### config.mk
export PLATFORM = sky130hd
export DESIGN_NAME = ciphertext_loader
export DESIGN_NICKNAME = d
export VERILOG_FILES = /design/src/rtl/ciphertext_loader.sv
export SDC_FILE = /design/constraint.sdc
export NUM_CORES = 1
export LEC_CHECK = 0
export BUFFER_PORTS_ARGS = -buffer_cell sky130_fd_sc_hd__buf_2
export CAP_MARGIN = 0
export CORE_ASPECT_RATIO = 1.2
export CORE_MARGIN = 2
export CORE_UTILIZATION = 55
export CTS_CLUSTER_SIZE = 16
export DETAILED_ROUTE_END_ITERATION = 6
export HOLD_SLACK_MARGIN = 0.05
export PLACE_DENSITY = 0.81
export SETUP_SLACK_MARGIN = 0.3
export SYNTH_ARGS = -nofsm -noshare
export SYNTH_HDL_FRONTEND = slang
export SYNTH_SLANG_ARGS = --single-unit
### constraint.sdc
create_clock -name clk -period 2.5 [get_ports clk]
set_input_delay 0.375 -clock clk [delete_from_list [all_inputs] [get_ports clk]]
set_output_delay 0.375 -clock clk [all_outputs]
set_load 0.1 [all_outputs]
### src/rtl/ciphertext_loader.sv
// Ciphertext loader: gathers 16 UART bytes into a 128-bit block, using a four-phase
// Receive/ReceiveAck handshake. The block is published atomically, only when a complete
// frame arrives without error. Partial frames are dropped on timeout, parity error or clear.
module ciphertext_loader #(
  parameter int unsigned  CLK_FREQUENCY  = 100_000_000,
  parameter int unsigned  TIMEOUT_US     = 10_000,
  parameter logic [127:0] DEFAULT_CIPHER = 128'ha13a3ab3071897088f3233a58d6238bb
) (
  input  logic         clk,
  input  logic         rst_n,
  input  logic [7:0]   rx_data,
  input  logic         rx_valid,
  input  logic         rx_parity_err,
  input  logic         lock,
  input  logic         clear,
  output logic         rx_ack,
  output logic [127:0] cipher_out,
  output logic [4:0]   byte_count,
  output logic         load_done,
  output logic         frame_err
);

  localparam int unsigned TimeoutCycles = CLK_FREQUENCY / 1_000_000 * TIMEOUT_US;
  localparam int unsigned TimerW        = (TimeoutCycles >= 2) ? $clog2(TimeoutCycles) : 1;
  localparam logic [TimerW-1:0] TimerMax = TimerW'(TimeoutCycles - 1);

  typedef enum logic [0:0] {StWait, StAck} state_e;

  state_e            state_q;
  // Only the 15 most recent bytes need to be kept; the 16th comes straight from rx_data.
  logic [119:0]      asm_q;
  logic [TimerW-1:0] timer_q;
  logic              take_byte;

  // A byte is taken off the UART on the first WAIT cycle that sees rx_valid.
  always_comb begin
    take_byte = (state_q == StWait) && rx_valid && !lock;
  end

  // Handshake FSM, frame assembly and inter-byte timeout, all registered.
  always_ff @(posedge clk or negedge rst_n) begin
    if (!rst_n) begin
      state_q    <= StWait;
      rx_ack     <= 1'b0;
      cipher_out <= DEFAULT_CIPHER;
      asm_q      <= '0;
      byte_count <= '0;
      timer_q    <= '0;
      load_done  <= 1'b0;
      frame_err  <= 1'b0;
    end else begin
      load_done <= 1'b0;
      frame_err <= 1'b0;

      // Handshake is independent of clear/lock: every byte gets acknowledged.
      unique case (state_q)
        StWait: begin
          if (rx_valid) begin
            state_q <= StAck;
            rx_ack  <= 1'b1;
          end
        end
        StAck: begin
          if (!rx_valid) begin
            state_q <= StWait;
            rx_ack  <= 1'b0;
          end
        end
      endcase

      // Priority: clear > capture (incl. parity drop) > timeout.
      if (clear) begin
        asm_q      <= '0;
        byte_count <= '0;
        timer_q    <= '0;
      end else if (take_byte && rx_parity_err) begin
        asm_q      <= '0;
        byte_count <= '0;
        timer_q    <= '0;
        frame_err  <= 1'b1;
      end else if (take_byte) begin
        asm_q   <= {asm_q[111:0], rx_data};
        timer_q <= '0;
        if (byte_count == 5'd15) begin
          cipher_out <= {asm_q, rx_data};
          load_done  <= 1'b1;
          byte_count <= '0;
        end else begin
          byte_count <= byte_count + 5'd1;
        end
      end else if ((state_q == StWait) && (byte_count != 5'd0)) begin
        if (timer_q == TimerMax) begin
          asm_q      <= '0;
          byte_count <= '0;
          timer_q    <= '0;
          frame_err  <= 1'b1;
        end else begin
          timer_q <= timer_q + TimerW'(1);
        end
      end else if (byte_count == 5'd0) begin
        timer_q <= '0;
      end
    end
  end

endmodule

==> reports/results.ini, run 1 <==
[outcome]
outcome = complete, no violations

[synthesis]
yosys_warnings = 0
ys.flop_type = dfrtp_1
synth_cell_types = 48
yosys.area.top_type_share_pct = 50.8
yosysMostFrequentCell = dfrtp_1
syn_nets = 740
synthArstFlopShare_pct = 100
syn_area_um2 = 10700
synthCells = 722
synth_common_cells = 218 x dfrtp_1, 128 x mux2_2, 122 x a22o_1, 59 x dfstp_2, 22 x clkbuf_1
ys_ff_latch = 277
synth_edf_count = 0
synth-seq-area-share_pct = 65.2
synth_area_leaders = dfrtp_1 51%, dfstp_2 14%, mux2_2 13%
yosysTopAreaCell = dfrtp_1
syn_area_per_cell_um2 = 14.9

[floorplanning]
die_area_um2 = 20700
initial_utilization_pct = 55.6
core-area_um2 = 19300
fp.dieW_um = 132
rows = 56
die_y_um = 157
pin_count = 150

[sta]
post-route-min-period_ns = 2.12
fin_tns_setup_ns = 0
setup_viol = 0
worst_slew_pin_slew_ns = 0.616
drv_slew = 0
clock_skew_ns = 0.0240
finalCritPeriodShare_pct = 84.7
hold_viol_final = 0
relSlewSlack_pct = 58.5
fmax_mhz = 472
grt_setup_unrepaired = yes

[finish]
multi_input_area_um2 = 3450
fin_cells = 1164
regArea_um2 = 7010
insertedDiodeCount = 0
drive_gt1_share_pct = 47.8
area_delta_synth_final_pct = 21.0
layout.nets = 901
finalInstanceArea_um2 = 13000
num-fill-cells = 1311

[drt]
wirelength_mm = 23.7
viasPerCell = 5.89
route.detailed.drc = 0
routedWlPerCell_um = 20.4
num_vias = 6854
initialDrtViolationCount = 362
ant_nets = 0
firstDrtPassIters = 5

[power]
p_per_area_nw_per_um2 = 721
peakVddDrop_mv = 0.616
power.leakage_nw = 6.45

[place]
dp_hpwl_mm = 14.3
placed_area_um2 = 11800
place_inst = 1107
gp_congestion = 0.845
io_buffers = 149

[critical_path]
critPathLaunchType = register
cp_cell_sequence = inv_1 -> ha_1 -> nor4b_2 -> nor3b_4 -> clkbuf_16 -> buf_4 -> mux2_2
worst-setup-path-type = reg2reg
cp_max_fo = 11
max_stage_delay_ns = 0.38
crit_path_end_kind = register
slowest_stage = dfrtp_1
crit_arrival_ns = 2.52
required_ns = 2.90

[global_routing]
grt_overflow_total = 0
grt_pass1_wl_mm = 36.8
grt_pass1_vias = 6844
antenna_found_initial = 0
grt_max_degree = 71
grt_usage_pct = 22.0

[clock_tree]
clock-sinks = 277
cts_buffers = 26
clock-root-buffer = clkbuf_16
clock_latency_ns = 0.53
h-tree-depth = 1
clock_path_buffers = 3
path_clk_slew_ns = 0.06
cts_tree = yes

[worst_hold_path]
min_path_type = in2reg

[flow_run]
drv_cap = 0

worst paths after layout:
| kind | startpoint | to | slack (ns) | depth (start not counted) |
|---|---|---|---|---|
| min in group asynchronous | rst_n | asm_q[116]$_DFFE_PN0P_ | 0.41 | 2 |
| worst min-delay path | rx_data[0] | asm_q[0]$_DFFE_PN0P_ | 0.1 | 2 |
| max in group asynchronous | rst_n | cipher_out[74]$_DFFE_PN1P_ | 1.29 | 3 |
| worst max-delay path | state_q$_DFF_PN0_ | cipher_out[123]$_DFFE_PN0P_ | 0.38 | 7 |
| worst max register to register | state_q$_DFF_PN0_ | cipher_out[123]$_DFFE_PN0P_ | 0.38 | 7 |
| worst min register to register | timer_q[5]$_DFFE_PN0P_ | timer_q[5]$_DFFE_PN0P_ | 0.49 | 1 |
power breakdown:
group,internal [mW],switching [mW],leakage (nW)
Clock,2.91,1.70,0.507
Combinational,0.0575,0.197,2.30
Sequential,4.49,0.00613,3.64
Total,7.46,1.91,6.45
per-layer routing:
layer,GRT usage [%],wire [µm]
met1,28.6,10000
met2,38.2,12000
met4,5.59,429
met3,4.32,1260
met5,0,0
repair_timing:
item / CTS / global route
setup buffers: 2 / 2
cloned: 0 / 3
endpoints found under the hold margin: 59 / 0
resized for setup: 5 / 4
pin swaps: 0 / 1
endpoints found under the setup margin: 110 / 184
hold buffers: 2 / 0
area by class of cell:
cell class / count / share of cell area, %
tap: 261 / 2.51
clock buffer: 29 / 5.25
sequential: 277 / 53.9
inverter: 7 / 0.202
timing repair buffer: 183 / 8.96
multi-input combinational: 388 / 26.5
clock inverter: 19 / 2.64
cells by family after synthesis:
family,Yosys count,share of synthesized area (%)
and+or+nand+nor,88,4.89
buffers and inverters,57,3.10
AOI/OAI and AO/OA,160,12.3
DFF,277,65.2
adders and majority gates,4,0.466
xor gates and xnor gates,7,0.571
muxes,129,13.5
through the flow:
step / power, mW / worst slack, ns / hold WS, ns / utilization (%)
CTS: 9.44 / 0.309 / 0.0796 / 66.8
global placement: 4.82 / 0.115 / 0.376 / 61.2
detailed placement: 4.82 / 0.0723 / 0.371 / 61.2
floorplan: 4.69 / 0.305 / 0.0794 / -
global route: 9.64 / 0.267 / 0.0859 / 67.2
finish: 9.37 / 0.382 / 0.0983 / 67.2
cells in the final DEF (no fill, tap or decap), drive strengths merged, types with 2 or more instances in the layout:
cell type | synthesis | final
a21oi | 6 | 6
a22o | 122 | 122
a31oi | 2 | 2
a32oi | 3 | 3
and2 | 2 | 2
and3 | 2 | 2
and4bb | 2 | 2
buf | 28 | 179
bufinv | 0 | 9
clkbuf | 22 | 31
clkinv | 0 | 8
dfrtp | 218 | 218
dfstp | 59 | 59
dlygate4sd3 | 0 | 2
ha | 4 | 4
inv | 7 | 9
mux2 | 128 | 128
nand2 | 14 | 14
nand3 | 11 | 11
nand3b | 3 | 3
nand4 | 6 | 6
nor2 | 13 | 13
nor2b | 3 | 3
nor3 | 6 | 6
nor3b | 2 | 2
nor4 | 11 | 11
nor4b | 5 | 5
o2111ai | 3 | 3
o211ai | 4 | 4
o21ai | 12 | 12
o22ai | 2 | 2
o31ai | 2 | 2
or3 | 2 | 2
or4 | 3 | 3
xnor2 | 6 | 6
worst max-delay path: cells and delay by family, from the launching register on:
kind          cells  cell delay (ns)
simple gates      2             0.58
buf+inv           3             0.54
mux               1             0.35
flops             1             0.38
fa+ha+maj         1             0.14
registers in the layout, indices dropped and copies added, names as in the netlist:
register / count
asm_q: 120
byte_count: 5
cipher_out: 128
frame_err: 1
load_done: 1
rx_ack: 1
state_q: 1
timer_q: 20
Power figures use the tool's default switching activity.
==> run 2, diff against run 1 <==
==> constraint.sdc (replaced) <==
create_clock -name clk -period 2.19 [get_ports clk]
set_input_delay 0.3285 -clock clk [delete_from_list [all_inputs] [get_ports clk]]
set_output_delay 0.3285 -clock clk [all_outputs]
set_load 0.1 [all_outputs]
==> reports/results.ini, run 2 (synthesis results as in run 1) <==
[drt]
num_vias = 7539  ; +10%
viasPerCell = 6.13  ; +4.2%
route.detailed.drc = 0  ; unchanged
firstDrtPassIters = 5  ; unchanged
wirelength_mm = 28.8  ; +21%
routedWlPerCell_um = 23.5  ; +15%
initialDrtViolationCount = 594  ; +64%
ant_nets = 0  ; unchanged

[sta]
finalCritPeriodShare_pct = 96.4  ; +12 points
setup_viol = 0  ; unchanged
relSlewSlack_pct = 64.9  ; +6.4 points
fmax_mhz = 473  ; +0.27%
hold_viol_final = 0  ; unchanged
drv_slew = 0  ; unchanged
clock_skew_ns = 0.00773  ; -0.0163 ns
worst_slew_pin_slew_ns = 0.526  ; -0.0902 ns
post-route-min-period_ns = 2.11  ; -0.00566 ns
grt_setup_unrepaired = yes
hold-worst-slack_ns = 0.0916  ; -0.00676 ns

[power]
seqPwrFrac_pct = 50.3  ; +2.3 points
pwr-share-clk_pct = 45.6  ; -3.7 points
peakVddDrop_mv = 0.607  ; -1.5%
power.internal_mw = 7.98  ; +6.9%
power.leakage_nw = 6.97  ; +8.1%
p_per_area_nw_per_um2 = 709  ; -1.6%
combPwrFrac_pct = 4.0  ; +1.3 points
switchingPower_mw = 2.23  ; +17%
swShare_pct = 21.8  ; +1.5 points

[critical_path]
cp_max_fo = 16  ; +5
required_ns = 2.60  ; -0.30 ns
max_stage_delay_ns = 0.41  ; +0.03 ns
crit_family = simple AND/OR/NAND/NOR gates
cp_cell_sequence = clkinv_4 -> ha_4 -> nor4b_4 -> nor3b_4 -> buf_12 -> buf_4 -> buf_16 -> mux2_2
slowest_stage = dfrtp_1
worstReg2RegStart = state_q$_DFF_PN0_
worst-setup-path-type = reg2reg
crit_arrival_ns = 2.53  ; about the same
crit_path_start = state_q$_DFF_PN0_
crit_path_end_kind = register
cp_num_buf_inv = 4  ; +1
critPathLaunchType = register

[finish]
layout.nets = 967  ; +7.3%
mostFrequentLayoutCells = 210 x dfrtp_1, 148 x buf_2, 122 x a22o_1
drive_gt1_share_pct = 52.2  ; +4.3 points
final_common_cell = dfrtp_1
insertedDiodeCount = 0  ; unchanged
num-fill-cells = 1164  ; -11%
top_register = cipher_out
area_delta_synth_final_pct = 33.9
utilization_pct = 74.4  ; +7.2 points
largest_register_ffs = 128  ; unchanged
largestRegisters = cipher_out (128), asm_q (120), timer_q (20)

[global_routing]
grt_usage_pct = 23.2  ; +1.2 points
grt_pass1_vias = 7083  ; +3.5%
grt_pass1_wl_mm = 38.6  ; +4.6%
grt_overflow_total = 0  ; unchanged
antenna_found_initial = 0  ; unchanged
grt_max_degree = 68  ; -4.2%

[floorplanning]
rows = 56  ; unchanged
core-area_um2 = 19300  ; unchanged
die_area_um2 = 20700  ; unchanged
die_y_um = 157  ; unchanged
pin_count = 150  ; unchanged
initial_utilization_pct = 55.6  ; unchanged
fp.dieW_um = 132  ; unchanged

[worst_hold_path]
hp-start = rx_data[1]
min_path_type = in2reg

[outcome]
outcome = complete, no violations

[place]
gp_congestion = 0.830  ; -1.8%
io_buffers = 149  ; unchanged
dp_hpwl_mm = 14.3  ; +0.39%

[clock_tree]
clock_path_buffers = 3  ; unchanged
cts_buffers = 26  ; unchanged
path_clk_slew_ns = 0.06  ; about the same
clock-root-buffer = clkbuf_16
h-tree-depth = 1  ; unchanged
cts_tree = yes
clock-sinks = 277  ; unchanged
clock_latency_ns = 0.53  ; about the same

[flow_run]
drv_cap = 0  ; unchanged

==> run 2: timing repair <==
item	in CTS	in global routing
buffers inserted	7	28
pin swaps	0	5
hold buffers	9	0
resized for setup	19	112
endpoints found under the hold margin	61	0
gates cloned	6	20
setup endpoints to repair	259	257
==> run 2: layout make-up <==
type	instances	area [µm²]	share of cell area, %
flip-flops and latches	277	7020	48.8
multi-input cells	389	3920	27.3
repair buffers	248	2200	15.3
clock buffers	34	731	5.08
well taps	261	327	2.27
clock inverters	13	156	1.09
inverters	7	31.3	0.217
==> run 2: power groups by stage <==
stage          registers (mW)  clock network (mW)  logic (mW)
4_1_cts                  5.14                4.68       0.368
3_5_place_dp             5.23                   0       0.290
3_3_place_gp             5.23                   0       0.288
2_1_floorplan            5.25                   0       0.111
6_report                 5.14                4.66       0.411
5_1_grt                  5.13                4.94       0.444
==> run 2: per-layer routing <==
layer	global-route usage [%]	share of wire, %
met1	30.7	39
met2	39.6	51
met3	3.77	5.6
met4	7.56	3.8
met5	0	0
==> run 2: worst paths after layout <==
kind                                         endpoint  slack [ns]  cells past startpoint
setup reg to reg           cipher_out[38]$_DFFE_PN0P_        0.08                      8
hold / removal                   asm_q[1]$_DFFE_PN0P_        0.09                      2
hold reg to reg                    rx_ack$_DFFE_PN0P_        0.48                      2
setup / recovery           cipher_out[38]$_DFFE_PN0P_        0.08                      8
max in group asynchronous  cipher_out[97]$_DFFE_PN1P_        1.06                      3
min in group asynchronous      asm_q[107]$_DFFE_PN0P_        0.36                      2
==> run 2: per-stage QoR <==
step / TNS [ns] / cells / power, mW / area (µm²) / setup slack, ns
floorplan: 0 / 722 / 5.37 / 11000 / 0.161
global placement: 0 / 1112 / 5.52 / 12000 / 0.0319
detailed placement: -0.0719 / 1112 / 5.52 / 12000 / -0.0628
CTS: 0 / 1181 / 10.2 / 13300 / 0.143
global route: -0.000626 / 1229 / 10.5 / 14400 / -0.000441
finish: 0 / 1229 / 10.2 / 14400 / 0.0779
